===== src/rtl/vertex_matrix_builder.sv =====
// Collects NV vertices into a column-major 4xNV fixed-point matrix with a homogeneous W term
// and hands the whole matrix to the transform stage over a valid/ready handshake.
module vertex_matrix_builder #(
  parameter int DW   = 21,
  parameter int FRAC = 10,
  parameter int NV   = 4,
  parameter int CW   = $clog2(NV + 1)
) (
  input  logic                   clk,
  input  logic                   rst,
  input  logic                   in_valid,
  output logic                   in_ready,
  input  logic signed [DW-1:0]   in_x,
  input  logic signed [DW-1:0]   in_y,
  input  logic signed [DW-1:0]   in_z,
  input  logic signed [DW-1:0]   in_w,
  input  logic                   in_wsel,
  input  logic                   in_last,
  output logic                   out_valid,
  input  logic                   out_ready,
  output logic [4*NV*DW-1:0]     out_mtrx,
  output logic [CW-1:0]          out_cols
);

  typedef enum logic {S_FILL, S_FULL} state_t;

  localparam logic signed [DW-1:0] W_ONE = DW'(64'sd1 <<< FRAC);

  function automatic logic [4*DW-1:0] pack_col(
    input logic signed [DW-1:0] x,
    input logic signed [DW-1:0] y,
    input logic signed [DW-1:0] z,
    input logic signed [DW-1:0] w
  );
    return {x, y, z, w};
  endfunction

  state_t              r_state;
  logic                r_in_ready;
  logic                r_out_valid;
  logic [CW-1:0]       r_ptr;
  logic [CW-1:0]       r_cols;
  logic [4*DW-1:0]     r_col [NV];

  logic                w_acc;
  logic                w_close;
  logic signed [DW-1:0] w_wval;
  logic [4*DW-1:0]     w_col_in;

  assign w_acc    = in_valid && r_in_ready;
  assign w_close  = (r_ptr == CW'(NV - 1)) || in_last;
  assign w_wval   = in_wsel ? in_w : W_ONE;
  assign w_col_in = pack_col(in_x, in_y, in_z, w_wval);

  always_ff @(posedge clk) begin
    if (rst) begin
      r_state     <= S_FILL;
      r_in_ready  <= 1'b1;
      r_out_valid <= 1'b0;
      r_ptr       <= '0;
      r_cols      <= '0;
      for (int j = 0; j < NV; j++) r_col[j] <= '0;
    end else begin
      case (r_state)
        S_FILL: begin
          if (w_acc) begin
            // Columns past the closing vertex are cleared so padding (W=0) is unambiguous
            for (int j = 0; j < NV; j++) begin
              if (CW'(j) == r_ptr)
                r_col[j] <= w_col_in;
              else if (w_close && (CW'(j) > r_ptr))
                r_col[j] <= '0;
            end
            if (w_close) begin
              r_state     <= S_FULL;
              r_in_ready  <= 1'b0;
              r_out_valid <= 1'b1;
              r_cols      <= r_ptr + CW'(1);
              r_ptr       <= '0;
            end else begin
              r_ptr <= r_ptr + CW'(1);
            end
          end
        end
        S_FULL: begin
          if (out_ready) begin
            r_state     <= S_FILL;
            r_in_ready  <= 1'b1;
            r_out_valid <= 1'b0;
          end
        end
        default: begin
          r_state     <= S_FILL;
          r_in_ready  <= 1'b1;
          r_out_valid <= 1'b0;
        end
      endcase
    end
  end

  // Column 0 occupies the most significant 4*DW bits
  for (genvar g = 0; g < NV; g++) begin : g_pack
    assign out_mtrx[4*DW*(NV-g)-1 -: 4*DW] = r_col[g];
  end

  assign in_ready  = r_in_ready;
  assign out_valid = r_out_valid;
  assign out_cols  = r_cols;

endmodule


===== config.mk =====
export PLATFORM = sky130hd
export DESIGN_NAME = vertex_matrix_builder
export DESIGN_NICKNAME = d
export VERILOG_FILES = /design/src/rtl/vertex_matrix_builder.sv
export SDC_FILE = /design/constraint.sdc
export NUM_CORES = 1
export LEC_CHECK = 0
export ABC_AREA = 1
export ABC_CLOCK_PERIOD_IN_PS = 14000
export CORE_ASPECT_RATIO = 0.5
export CORE_UTILIZATION = 49
export CTS_CLUSTER_DIAMETER = 200
export DETAILED_ROUTE_END_ITERATION = 10
export MAX_ROUTING_LAYER = met4
export PLACE_DENSITY = 0.92
export SKIP_CTS_REPAIR_TIMING = 1
export SYNTH_ARGS = -nofsm -noshare
export SYNTH_HDL_FRONTEND = slang
export SYNTH_SLANG_ARGS = --single-unit

===== constraint.sdc =====
create_clock -name clk -period 14 [get_ports clk]
set_clock_uncertainty 0.1 [all_clocks]
set_input_delay 2.8 -clock clk [delete_from_list [all_inputs] [get_ports clk]]
set_output_delay 2.8 -clock clk [all_outputs]
set_load 0.01 [all_outputs]

==> impl_metrics.json <==
{
  "cts_tree": "built",
  "synthSimpleGateAreaFrac_pct": 13.4,
  "fin_crit_sh_pct": 40.6,
  "post-dp-hpwl_um": 24900,
  "synth-compound-area-share_pct": 0.406,
  "yosys_register_bits": 345,
  "syn_nets": 966,
  "placed_cell_area_um2": 17200,
  "cp_top_family": "buffers and inverters",
  "regArea_um2": 10300,
  "max_slew_margin_pct": 10.5,
  "met2_usage_pct": 47.2,
  "cp_num_buf_inv": 2,
  "arrival_ns": 5.76,
  "clk_latency_ns": 0.54,
  "fin_nets": 1396,
  "drive_gt1_share_pct": 8.86,
  "ys_types": 22,
  "num-fill-cells": 1637,
  "total_power_mw": 2.31,
  "vias": 8557,
  "maxSlewViolCount": 0,
  "hold_violations": 0,
  "path_clk_slew_ns": 0.06,
  "cp_max_fo": 54,
  "wl_per_cell_um": 21.7,
  "cp_cell_sequence": "clkdlybuf4s50_1 -> nand2_1 -> nor2_4 -> nand4_1 -> o21ai_4 -> buf_4",
  "clockBufferDepth": 3,
  "dieWidth_um": 229,
  "synth_most_common_cell": "edfxtp_1",
  "grt_pass1_wl_um": 51300,
  "syn2layout_area_growth_pct": 42.8,
  "rows": 41,
  "via_per_inst": 5.13,
  "critical-path-max-stage-delay_ns": 1.08,
  "multiInputGateArea_um2": 1850,
  "async_reset_ff_share_pct": 0,
  "ys_seq_area_share_pct": 81.3,
  "tns_ns": 0,
  "setup_violations": 0,
  "start_util_pct": 50.0,
  "power_density_nw_per_um2": 128,
  "synth_area_um2": 12600,
  "synth_xor_area_share_pct": 0.0694,
  "vdd_drop_max_mv": 0.0921,
  "status": "complete, no violations",
  "ys_top_cells_by_count": "336 x edfxtp_1, 290 x nor2_1, 71 x inv_1",
  "synth_area_leader_cell": "edfxtp_1",
  "finalCriticalPeriod_ns": 5.69,
  "worstSetupPathType": "input pin to register",
  "antenna_found_initial": 2,
  "core_um2": 25200,
  "fmax_mhz": 176,
  "drtAntennaViolNets": 0,
  "avgSynthCellArea_um2": 14.5,
  "dieArea_um2": 26400,
  "use_met1_pct": 31.2,
  "dp_slack_ns": 7.76,
  "finalNonFillerCells": 1667,
  "worst_setup_path_end_kind": "register",
  "syn-instance-count": 873,
  "grt_max_degree": 85,
  "synth.top_cell.area_share_pct": 79.9,
  "overflow": 0,
  "leakage_nw": 6.92,
  "busiest_layer": "met2",
  "cp_data_required_time_ns": 14.07,
  "die_h_um": 116,
  "synthAdderAreaFrac_pct": 0.297,
  "drt_pass1_iterations": 5,
  "ys.flop_type": "edfxtp_1",
  "dp.cells": 1616,
  "h-tree-depth": 1,
  "holdPathStages": 2,
  "ioPinCount": 431,
  "wirelength_um": 36200,
  "ys_warn_count": 0,
  "first_global_vias": 8535,
  "tightest_slew_ns": 1.34,
  "clock-root-buffer": "clkbuf_16",
  "drc_errors": 0,
  "synth_edf_count": 336,
  "track_usage_pct": 27.0,
  "holdWs_ns": 0.376,
  "cts_made_buffers": 29,
  "holdCritPathClass": "register to register",
  "gp_congestion": 0.896,
  "r2r_cells": 5,
  "final_util_pct": 71.4,
  "muxShareOfSynthArea_pct": 0,
  "cp_num_cells": 6,
  "cap_violations": 0,
  "drtIter0Drc": 746,
  "met3_usage_pct": 4.01,
  "synth_top_family_by_area": "simple AND/OR/NAND/NOR gates",
  "finalWorstSetupSlack_ns": 8.31,
  "startpoint_type": "input pin",
  "portBuffers": 430,
  "design_area_um2": 18000,
  "rsz0062_at_grt": "false",
  "crit_slowest_cell": "o21ai_4",
  "cts.sinks": 345,
  "synth_area_leaders": "edfxtp_1 80%, nor2_1 8.6%, nor2_2 3.0%"
}
area by class of cell:
cell class              count  share of cell area (%)
clock buffers              36                    4.17
repair buffers            437                    24.2
well taps                 344                    2.39
multi-input cells         415                    10.3
diodes                      2                  0.0278
inverters                  75                    1.56
flip-flops and latches    345                    57.0
clock inverters            13                   0.486
power by group:
group          switching (mW)  internal (mW)  leakage, nW
combinational           0.167          0.152         2.90
sequential             0.0263           1.22         3.61
clock                   0.352          0.397        0.415
worst paths after layout:
check                 start            to  slack [ns]
hold reg to reg   out_valid     out_valid        0.38
setup / recovery   in_valid  r_col[0][29]        8.31
setup reg to reg   in_ready  r_col[0][29]       10.66
hold / removal    out_valid     out_valid        0.38
cells by family (layout without fill, tap and decap cells):
logic type / Yosys count / after routing
flops: 345 / 345
fa+ha+maj: 3 / 3
xor+xnor: 1 / 1
other cells: 0 / 2
buf+inv: 113 / 561
compound gates: 10 / 10
simple gates: 401 / 401
tightest hold or removal path: cells and delay by family, from the launching register on:
kind	cells	cell delay [ns]
flip-flops	1	0.31
AO/OA/AOI/OAI	1	0.06
AND/OR/NAND/NOR	1	0.06
state kept, by name, summed over array words and instances (netlist names):
name	count
out_valid	1
out_cols	3
r_col	336
r_ptr	3
in_ready	1
r_state	1
layout by cell type (no fill, tap or decap), types with 5 or more instances in the layout:
cell type | netlist | routed
clkinv_2 | 0 | 6
buf_4 | 6 | 7
inv_1 | 71 | 71
dfxtp_1 | 9 | 9
clkbuf_1 | 6 | 7
nor2_2 | 60 | 60
clkbuf_16 | 0 | 29
edfxtp_1 | 336 | 336
nand2_1 | 40 | 37
nor2_1 | 290 | 290
clkdlybuf4s50_1 | 0 | 430
clkinv_1 | 0 | 5
layer usage:
metal	part of all wire, %	up-vias
li1	-	3758
met1	36	4296
met4	4.8	0
met2	54	387
met5	0	-
met3	5.2	116
Note: power is estimated with default switching activity, not from simulation.
